==> config.mk <==
export PLATFORM = sky130hd
export DESIGN_NAME = micro_sequencer
export DESIGN_NICKNAME = d
export VERILOG_FILES = /design/src/rtl/micro_sequencer_pkg.sv /design/src/rtl/micro_sequencer_dispatch_rom.sv /design/src/rtl/micro_sequencer.sv
export SDC_FILE = /design/constraint.sdc
export NUM_CORES = 1
export LEC_CHECK = 0
export ABC_AREA = 1
export CAP_MARGIN = 5
export CORE_ASPECT_RATIO = 2
export CORE_UTILIZATION = 35
export CTS_CLUSTER_SIZE = 25
export DETAILED_ROUTE_END_ITERATION = 8
export DONT_BUFFER_PORTS = 1
export PLACE_DENSITY = 0.6
export SETUP_SLACK_MARGIN = 0.3
export SLEW_MARGIN = 40
export SYNTH_ARGS = -nofsm -noshare
export SYNTH_HDL_FRONTEND = slang
export SYNTH_SLANG_ARGS = --single-unit
==> constraint.sdc <==
create_clock -name clk -period 2.5 [get_ports clk]
set_clock_uncertainty 0.2 [all_clocks]
set_input_delay 0.75 -clock clk [delete_from_list [all_inputs] [get_ports clk]]
set_output_delay 0.75 -clock clk [all_outputs]
set_load 0.05 [all_outputs]
==> src/rtl/micro_sequencer_pkg.sv <==
// Shared encodings for the microprogrammed controller: addr_ctl, opcodes, microstates.
// Latency: none (constants and types only).
// Backpressure: n/a; mem_stall handling lives in micro_sequencer.
package micro_sequencer_pkg;

  localparam int STATE_W_DEF = 4;
  localparam int CNT_W_DEF   = 16;
  localparam int OPCODE_W    = 6;

  // Next-address control field of the microinstruction
  typedef enum logic [1:0] {
    AC_FETCH = 2'b00,
    AC_DISP1 = 2'b01,
    AC_DISP2 = 2'b10,
    AC_SEQ   = 2'b11
  } addr_ctl_e;

  // Selects which dispatch table the ROM consults
  typedef enum logic {
    DISP_TBL1 = 1'b0,
    DISP_TBL2 = 1'b1
  } disp_sel_e;

  // IR[31:26] values recognised by the dispatch tables
  localparam logic [OPCODE_W-1:0] OP_RTYPE = 6'b000000;
  localparam logic [OPCODE_W-1:0] OP_LW    = 6'b100011;
  localparam logic [OPCODE_W-1:0] OP_SW    = 6'b101011;
  localparam logic [OPCODE_W-1:0] OP_BEQ   = 6'b000100;
  localparam logic [OPCODE_W-1:0] OP_BNE   = 6'b000101;
  localparam logic [OPCODE_W-1:0] OP_J     = 6'b000010;
  localparam logic [OPCODE_W-1:0] OP_ADDI  = 6'b001000;

  // Microstates; the value is the microinstruction ROM address
  typedef enum logic [3:0] {
    S_FETCH        = 4'd0,
    S_DECODE       = 4'd1,
    S_MEM_ADDR     = 4'd2,
    S_MEM_READ     = 4'd3,
    S_MEM_WB       = 4'd4,
    S_MEM_WRITE    = 4'd5,
    S_EXECUTE      = 4'd6,
    S_ALU_WB       = 4'd7,
    S_BEQ          = 4'd8,
    S_JUMP         = 4'd9,
    S_ADDI_EXEC    = 4'd10,
    S_ADDI_WB      = 4'd11,
    S_BNE          = 4'd12,
    S_BNE_COMPLETE = 4'd13,
    S_SPARE        = 4'd14,
    S_TRAP         = 4'd15
  } ustate_e;

endpackage

==> src/rtl/micro_sequencer_dispatch_rom.sv <==
// Dispatch tables: maps opcode + table select to a target microstate and an illegal flag.
// Latency: purely combinational.
// Backpressure: none; the caller decides whether the result is used (stall, addr_ctl).
module micro_sequencer_dispatch_rom
  import micro_sequencer_pkg::*;
#(
  parameter int                 STATE_W    = STATE_W_DEF,
  parameter logic [STATE_W-1:0] TRAP_STATE = 4'd15
) (
  input  logic [OPCODE_W-1:0] i_opcode,
  input  logic                i_table_sel,
  output logic [STATE_W-1:0]  o_target,
  output logic                o_illegal
);

  // Table lookup; unmatched (including unknown) opcodes fall to the trap default
  always_comb begin
    o_target  = TRAP_STATE;
    o_illegal = 1'b1;
    if (i_table_sel == DISP_TBL1) begin
      case (i_opcode)
        OP_RTYPE: begin o_target = STATE_W'(S_EXECUTE);   o_illegal = 1'b0; end
        OP_LW:    begin o_target = STATE_W'(S_MEM_ADDR);  o_illegal = 1'b0; end
        OP_SW:    begin o_target = STATE_W'(S_MEM_ADDR);  o_illegal = 1'b0; end
        OP_BEQ:   begin o_target = STATE_W'(S_BEQ);       o_illegal = 1'b0; end
        OP_BNE:   begin o_target = STATE_W'(S_BNE);       o_illegal = 1'b0; end
        OP_J:     begin o_target = STATE_W'(S_JUMP);      o_illegal = 1'b0; end
        OP_ADDI:  begin o_target = STATE_W'(S_ADDI_EXEC); o_illegal = 1'b0; end
        default:  begin o_target = TRAP_STATE;            o_illegal = 1'b1; end
      endcase
    end else begin
      case (i_opcode)
        OP_LW:    begin o_target = STATE_W'(S_MEM_READ);  o_illegal = 1'b0; end
        OP_SW:    begin o_target = STATE_W'(S_MEM_WRITE); o_illegal = 1'b0; end
        default:  begin o_target = TRAP_STATE;            o_illegal = 1'b1; end
      endcase
    end
  end

endmodule

==> src/rtl/micro_sequencer.sv <==
// Microsequencer: microstate register, next-address select, illegal trap, fetch counter.
// Latency: next state visible on state one cycle after the edge; all outputs registered.
// Backpressure: mem_stall=1 freezes state and fetch_count; TRAP_STATE holds until reset.
module micro_sequencer
  import micro_sequencer_pkg::*;
#(
  // STATE_W must stay 4: it is the ROM address width and the ustate_e width
  parameter int                 STATE_W    = STATE_W_DEF,
  parameter int                 CNT_W      = CNT_W_DEF,
  parameter logic [STATE_W-1:0] TRAP_STATE = 4'd15
) (
  input  logic                clk,
  input  logic                reset_n,
  input  logic [OPCODE_W-1:0] opcode,
  input  logic [1:0]          addr_ctl,
  input  logic                mem_stall,
  output logic [STATE_W-1:0]  state,
  output logic                illegal,
  output logic [CNT_W-1:0]    fetch_count
);

  ustate_e            r_state;
  ustate_e            w_next_state;
  logic               r_illegal;
  logic               w_set_illegal;
  logic [CNT_W-1:0]   r_fetch_count;
  logic               w_rom_sel;
  logic [STATE_W-1:0] w_rom_target;
  logic               w_rom_illegal;
  logic               w_in_trap;

  // addr_ctl 01 -> table 1, 10 -> table 2; other codes ignore the ROM result
  assign w_rom_sel = addr_ctl[1];
  assign w_in_trap = (r_state == TRAP_STATE);

  micro_sequencer_dispatch_rom #(
    .STATE_W    (STATE_W),
    .TRAP_STATE (TRAP_STATE)
  ) u_dispatch_rom (
    .i_opcode    (opcode),
    .i_table_sel (w_rom_sel),
    .o_target    (w_rom_target),
    .o_illegal   (w_rom_illegal)
  );

  // Next-state select: trap sink first, then stall, then addr_ctl
  always_comb begin
    w_next_state  = r_state;
    w_set_illegal = 1'b0;
    if (w_in_trap) begin
      w_next_state = r_state;
    end else if (!mem_stall) begin
      case (addr_ctl)
        AC_FETCH: w_next_state = S_FETCH;
        AC_DISP1: begin
          w_next_state  = ustate_e'(w_rom_target);
          w_set_illegal = w_rom_illegal;
        end
        AC_DISP2: begin
          w_next_state  = ustate_e'(w_rom_target);
          w_set_illegal = w_rom_illegal;
        end
        AC_SEQ:   w_next_state = ustate_e'(r_state + 4'd1);
        default:  w_next_state = r_state;
      endcase
    end
  end

  // Microstate register
  always_ff @(posedge clk or negedge reset_n) begin
    if (!reset_n) begin
      r_state <= S_FETCH;
    end else begin
      r_state <= w_next_state;
    end
  end

  // Sticky illegal flag, cleared only by reset
  always_ff @(posedge clk or negedge reset_n) begin
    if (!reset_n) begin
      r_illegal <= 1'b0;
    end else if (w_set_illegal) begin
      r_illegal <= 1'b1;
    end
  end

  // Counts unstalled edges spent in the fetch state; wraps silently
  always_ff @(posedge clk or negedge reset_n) begin
    if (!reset_n) begin
      r_fetch_count <= '0;
    end else if (!mem_stall && (r_state == S_FETCH)) begin
      r_fetch_count <= r_fetch_count + CNT_W'(1);
    end
  end

  assign state       = r_state;
  assign illegal     = r_illegal;
  assign fetch_count = r_fetch_count;

endmodule

==> out/summary.txt, run 1 <==
Setup TNS Final = 0 ps
first-pass GRT wire length = 5.347 mm
worst reg-to-reg setup slack = 530 ps
Avg Cell Area, Syn = 7.570 sq um
Worst slew margin = 58.35%
Reg2Reg Depth = 7
overall die height = 90.24 um
run status = completed
initial antenna violation count = 0
routability cong. = 0.8315
final setup fails = 0
Clk pin slew, worst setup/hold paths = 70 ps
DR vias/cell = 4.796
Syn Inst Count = 180
Worst setup SP type = register
Peak Freq = 506.7 MHz
Final period util = 78.93%
synth unique cells = 25
antenna-violating nets left = 0
Max Cap Violations = 0
post-CTS resize count = 0
clk buf depth = 2
Setup crit end = fetch_count[11]$_DFFE_PN0P_
HP Class = in2async
die width = 46.12 um
IO Pins = 32
Synth Cell Area = 1363 sq um
clk sinks = 21
crit path from = state[3]$_DFFE_PN0P_
gr usage total = 17.35%
CP Class = reg2reg
pwr dens = 716.9 nW/um^2
Rows = 31
Final Power = 1.116 mW
commonest non-fill, non-tap cell in the layout = nand2_1
antenna cells = 0
Seq/Total Area, Yosys = 38.57%
CTS H-Tree Depth = 1
CP max FO = 9
highest metal used = met4
Worst R2R Start = state[3]$_DFFE_PN0P_
post-synthesis register bit count = 21
drt pass-1 iters = 4
maximum number of pins on one net before global-route repair = 22
syn_nets = 196
final wirelength = 3.107 mm
DRT met1 WL = 1.040 mm
RSZ-0062 raised after global routing = no
total congestion overflow = 0
Slew Viols, Final = 0
met3 wire len = 144 um
Max VDD drop = 0.3094 mV
Starting Density = 36.98%
crit end category = register
Critical Path AT = 1920 ps
vias in the first global route = 1,267
Yosys warnings = 0
Core Box Area = 3685 sq um
First DRT Iteration DRCs = 15
# port buffers = 0
commonest cells after routing, fill and taps aside = nand2_1 (51), inv_1 (28), dfrtp_1 (21), nor2_1 (14), nand3_1 (13)
met2 WL = 1.844 mm
Worst EP required = 2440 ps
Vias = 1,175
drt drc = 0
post-CTS setup buffers = 0
CTS root buf = clkbuf_8
leak pwr = 0.8151 nW
Slew @ Worst Pin = 624.7 ps
Worst-Skew Late Latency = 250 ps
CTS tree = built
wire length per cell = 12.68 um
Final min period = 1973 ps
full die area = 4162 sq um
CTS Buf Count = 3
FF-to-FF End = fetch_count[11]$_DFFE_PN0P_
share of cells above drive strength 1 = 15.31%
HPWL Detailed = 2.557 mm
area grow syn2layout = 14.23%
Final Hold Viols = 0
Final nets = 213
## power by group
group	leakage (nW)	total [mW]	switching [mW]	internal, mW
logic	0.535	0.430	0.308	0.122
registers	0.257	0.467	0.0786	0.388
clock network	0.0228	0.219	0.106	0.113
total	0.815	1.12	0.492	0.623
## cell families (layout without fill, tap and decap cells)
| group | after synthesis | count (layout) | synth area share, % |
|---|---|---|---|
| simple gates | 97 | 97 | 34.99 |
| buf+inv | 31 | 47 | 8.632 |
| flops | 21 | 21 | 38.57 |
| compound gates | 14 | 14 | 5.509 |
| xor+xnor | 12 | 12 | 7.713 |
| fa+ha+maj | 5 | 5 | 4.591 |
## sequential cells by signal, indices dropped and copies added, names as in the netlist
register	count
fetch_count	16
state	4
illegal	1
## cell type report
type | instances | area (sq um)
Timing Repair Buffer | 12 | 87.58
Fill cell | 418 | 2128
Tap cell | 49 | 61.31
Multi-Input combinational cell | 128 | 719.4
Clock buffer | 4 | 45.04
Sequential cell | 21 | 525.5
Inverter | 31 | 117.6
## metrics by stage
| stage | instance area, sq um | instances | hold WS, ps | setup WS [ps] | utilization, % |
|---|---|---|---|---|---|
| after floorplan | 1363 | 180 | 254.4 | 476.7 | - |
| after global placement | 1506 | 240 | 254.8 | 433.2 | 40.88 |
| after detailed placement | 1506 | 240 | 254.9 | 409.0 | 40.88 |
| after CTS | 1562 | 245 | 307.9 | 495.8 | 42.38 |
| after global routing | 1556 | 245 | 267.6 | 355.6 | 42.24 |
| final | 1556 | 245 | 238.8 | 526.6 | 42.24 |
## cells in the mapped netlist
master    number  area share [%]
nand2_1       51              14
inv_1         28             7.7
dfrtp_1       21              39
nor2_1        14             3.9
nand3_1       13             4.8
xor2_1         8             5.1
o21ai_0        7             2.6
ha_1           5             4.6
nand4_1        4             1.8
xnor2_1        4             2.6
a21oi_1        3             1.1
nand2_2        3             1.4
nor2_2         3             1.4
nor3_1         3             1.1
inv_2          2            0.55
nand4_4        2             3.1
a31oi_1        1            0.46
clkinv_2       1            0.37
nand3_2        1            0.73
nor2_4         1            0.83
nor3_2         1            0.73
nor3_4         1             1.2
o21ai_1        1            0.37
o22ai_1        1            0.46
o31ai_1        1            0.55
## layer usage
metal	vias to the layer above	GRT usage, %
met4	0	7.843
met1	543	15.11
met2	30	33.57
li1	596	-
met3	6	3.213
met5	-	0
## critical path: stages (launching register included)
cell and delay (ps):
dfrtp_1 610, inv_2 170, nand4_4 190, nor3_4 250, nand2_2 100, nor2_2 110, nand2_1 70, xor2_1 160
## worst min-delay path by stage
stage                                     from                           to  slack (ps)
global placement                       reset_n   fetch_count[5]$_DFFE_PN0P_         250
CTS                 fetch_count[7]$_DFFE_PN0P_   fetch_count[7]$_DFFE_PN0P_         310
global route                           reset_n   fetch_count[9]$_DFFE_PN0P_         270
detailed placement                     reset_n   fetch_count[5]$_DFFE_PN0P_         250
finish                                 reset_n  fetch_count[11]$_DFFE_PN0P_         240
floorplan                              reset_n   fetch_count[0]$_DFFE_PN0P_         250
## repair_timing
action                                  in CTS  in global routing
endpoints found under the setup margin       0                  0
hold buffers                                 1                  0
endpoints found under the hold margin       21                  0
Note: power is estimated with default switching activity, not from simulation.
==> run 2, diff against run 1 <==
==> constraint.sdc (replaced) <==
create_clock -name clk -period 1.85 [get_ports clk]
set_clock_uncertainty 0.2 [all_clocks]
set_input_delay 0.555 -clock clk [delete_from_list [all_inputs] [get_ports clk]]
set_output_delay 0.555 -clock clk [all_outputs]
set_load 0.05 [all_outputs]
==> out/summary.txt, run 2 (synthesis results as in run 1) <==
run status = completed
Filler Cells Inserted = 349 (-17%)
CTS H-Tree Depth = 1 (unchanged)
crit-path max cell delay = 420 ps (-190 ps)
antenna cells = 0 (unchanged)
Setup TNS Final = 0 ps (unchanged)
drt drc = 0 (unchanged)
slowest CP cell = dfrtp_2
max reg flops = 16 (unchanged)
Final min period = 1730 ps
full die area = 4162 sq um (unchanged)
wire length per cell = 13.20 um (+4.1%)
First DRT Iteration DRCs = 21 (+6)
total congestion overflow = 0 (unchanged)
Worst EP required = 1090 ps (-1350 ps)
HPWL Detailed = 2.647 mm (+3.5%)
crit end category = output port
share of cells above drive strength 1 = 44.35% (+29 points)
initial antenna violation count = 0 (unchanged)
# port buffers = 0 (unchanged)
Final Hold Viols = 0 (unchanged)
CTS Buf Count = 3 (unchanged)
first-pass GRT wire length = 5.878 mm (+9.9%)
Max VDD drop = 0.5350 mV (+73%)
Critical Path AT = 980 ps (-940 ps)
clk buf depth = 2 (unchanged)
CTS tree = built
area grow syn2layout = 49.77%
RSZ-0062 raised after global routing = yes
maximum number of pins on one net before global-route repair = 22 (unchanged)
final wirelength = 3.684 mm (+19%)
IO Pins = 32 (unchanged)
drt pass-1 iters = 4 (unchanged)
DR vias/cell = 4.774 (-0.45%)
pwr dens = 880.9 nW/um^2 (+23%)
Worst-Skew Late Latency = 270 ps (+20 ps)
Final nets = 247 (+16%)
commonest non-fill, non-tap cell in the layout = nand2_1
CTS root buf = clkbuf_8
antenna-violating nets left = 0 (unchanged)
final setup fails = 0 (unchanged)
Max Cap Violations = 0 (unchanged)
leak pwr = 1.003 nW (+23%)
Final period util = 93.52%
Worst setup SP type = register
Slew Viols, Final = 0 (unchanged)
Clk pin slew, worst setup/hold paths = 80 ps (about the same)
HP Class = in2reg
die width = 46.12 um (unchanged)
routability cong. = 0.8123 (-2.3%)
CP Class = reg2out
Worst slew margin = 67.00% (+8.6 points)
vias in the first global route = 1,367 (+7.9%)
multi-input logic area = 807.0 sq um (+12%)
Starting Density = 36.98% (unchanged)
Seq. cell area = 549.3 sq um (+4.5%)
clk sinks = 21 (unchanged)
Rows = 31 (unchanged)
Peak Freq = 578.0 MHz
Vias = 1,332 (+13%)
gr usage total = 19.71% (+2.4 points)
CP max FO = 3 (-6)
Final Power = 1.798 mW (+61%)
overall die height = 90.24 um (unchanged)
Slew @ Worst Pin = 495.0 ps (-129.7 ps)
Core Box Area = 3685 sq um (unchanged)
crit path cell chain = buf_4 > buf_6
commonest cells after routing, fill and taps aside = nand2_1 (48), inv_1 (25), buf_4 (23), dfrtp_2 (19), buf_6 (18)
## run 2: cell count changes in the layout (fill, tap and decap cells not counted), sizes merged
cell         delta
buf            +33
clkinv          +1
clkbuf          -1
dlygate4sd3     +1
## run 2: routing by layer
| layer | vias up | GRT usage (%) | wire, um |
|---|---|---|---|
| met5 | - | 0 | 0 |
| li1 | 665 | - | - |
| met1 | 629 | 17.59 | 1197 |
| met4 | 0 | 11.52 | 144 |
| met3 | 8 | 2.811 | 102 |
| met2 | 30 | 36.97 | 2239 |
## run 2: cell type report
type	instances	share of cell area, %
sequential	21	26.92
clock inverter	1	0.2452
multi-input combinational	128	39.55
tap	49	3.004
timing repair buffer	46	22.32
inverter	31	5.947
clock buffer	3	2.023
## run 2: what timing repair did
item                                    CTS  global route
gates resized for setup                  24            12
buffers inserted                         15             9
endpoints found under the setup margin   34            40
hold endpoints to repair                 21            21
pin swaps                                 3             6
## run 2: final timing paths
kind	cells after the start	end	slack (ps)	start
max	2	state[0]	120	state[0]$_DFFE_PN0P_
min	4	state[3]$_DFFE_PN0P_	390	addr_ctl[1]
max reg2reg	8	fetch_count[6]$_DFFE_PN0P_	150	state[0]$_DFFE_PN0P_
min reg2reg	2	state[3]$_DFFE_PN0P_	400	state[3]$_DFFE_PN0P_
max in group asynchronous	2	fetch_count[10]$_DFFE_PN0P_	790	reset_n
min in group asynchronous	2	fetch_count[6]$_DFFE_PN0P_	500	reset_n
## run 2: report_power, final
group,switching (mW),total (mW),internal (mW)
Combinational,0.515,0.866,0.351
Clock,0.163,0.313,0.150
Sequential,0.0807,0.618,0.538
## run 2: critical path, delay by kind of cell, from the launching register on
| kind | cells | cell delay, ps |
|---|---|---|
| flip-flops | 1 | 420 |
| buffers and inverters | 2 | 280 |
## run 2: per-stage QoR
step	setup slack, ps	cells	hold WS (ps)	area [sq um]	utilization [%]
after detailed placement	72.09	249	59.95	1635	44.38
after global placement	86.71	249	59.85	1635	44.38
after global routing	76.56	279	422.2	2041	55.38
after CTS	155.8	268	-229.1	1889	51.27
after floorplan	10.85	180	59.41	1424	-
final	119.9	279	385.8	2041	55.38
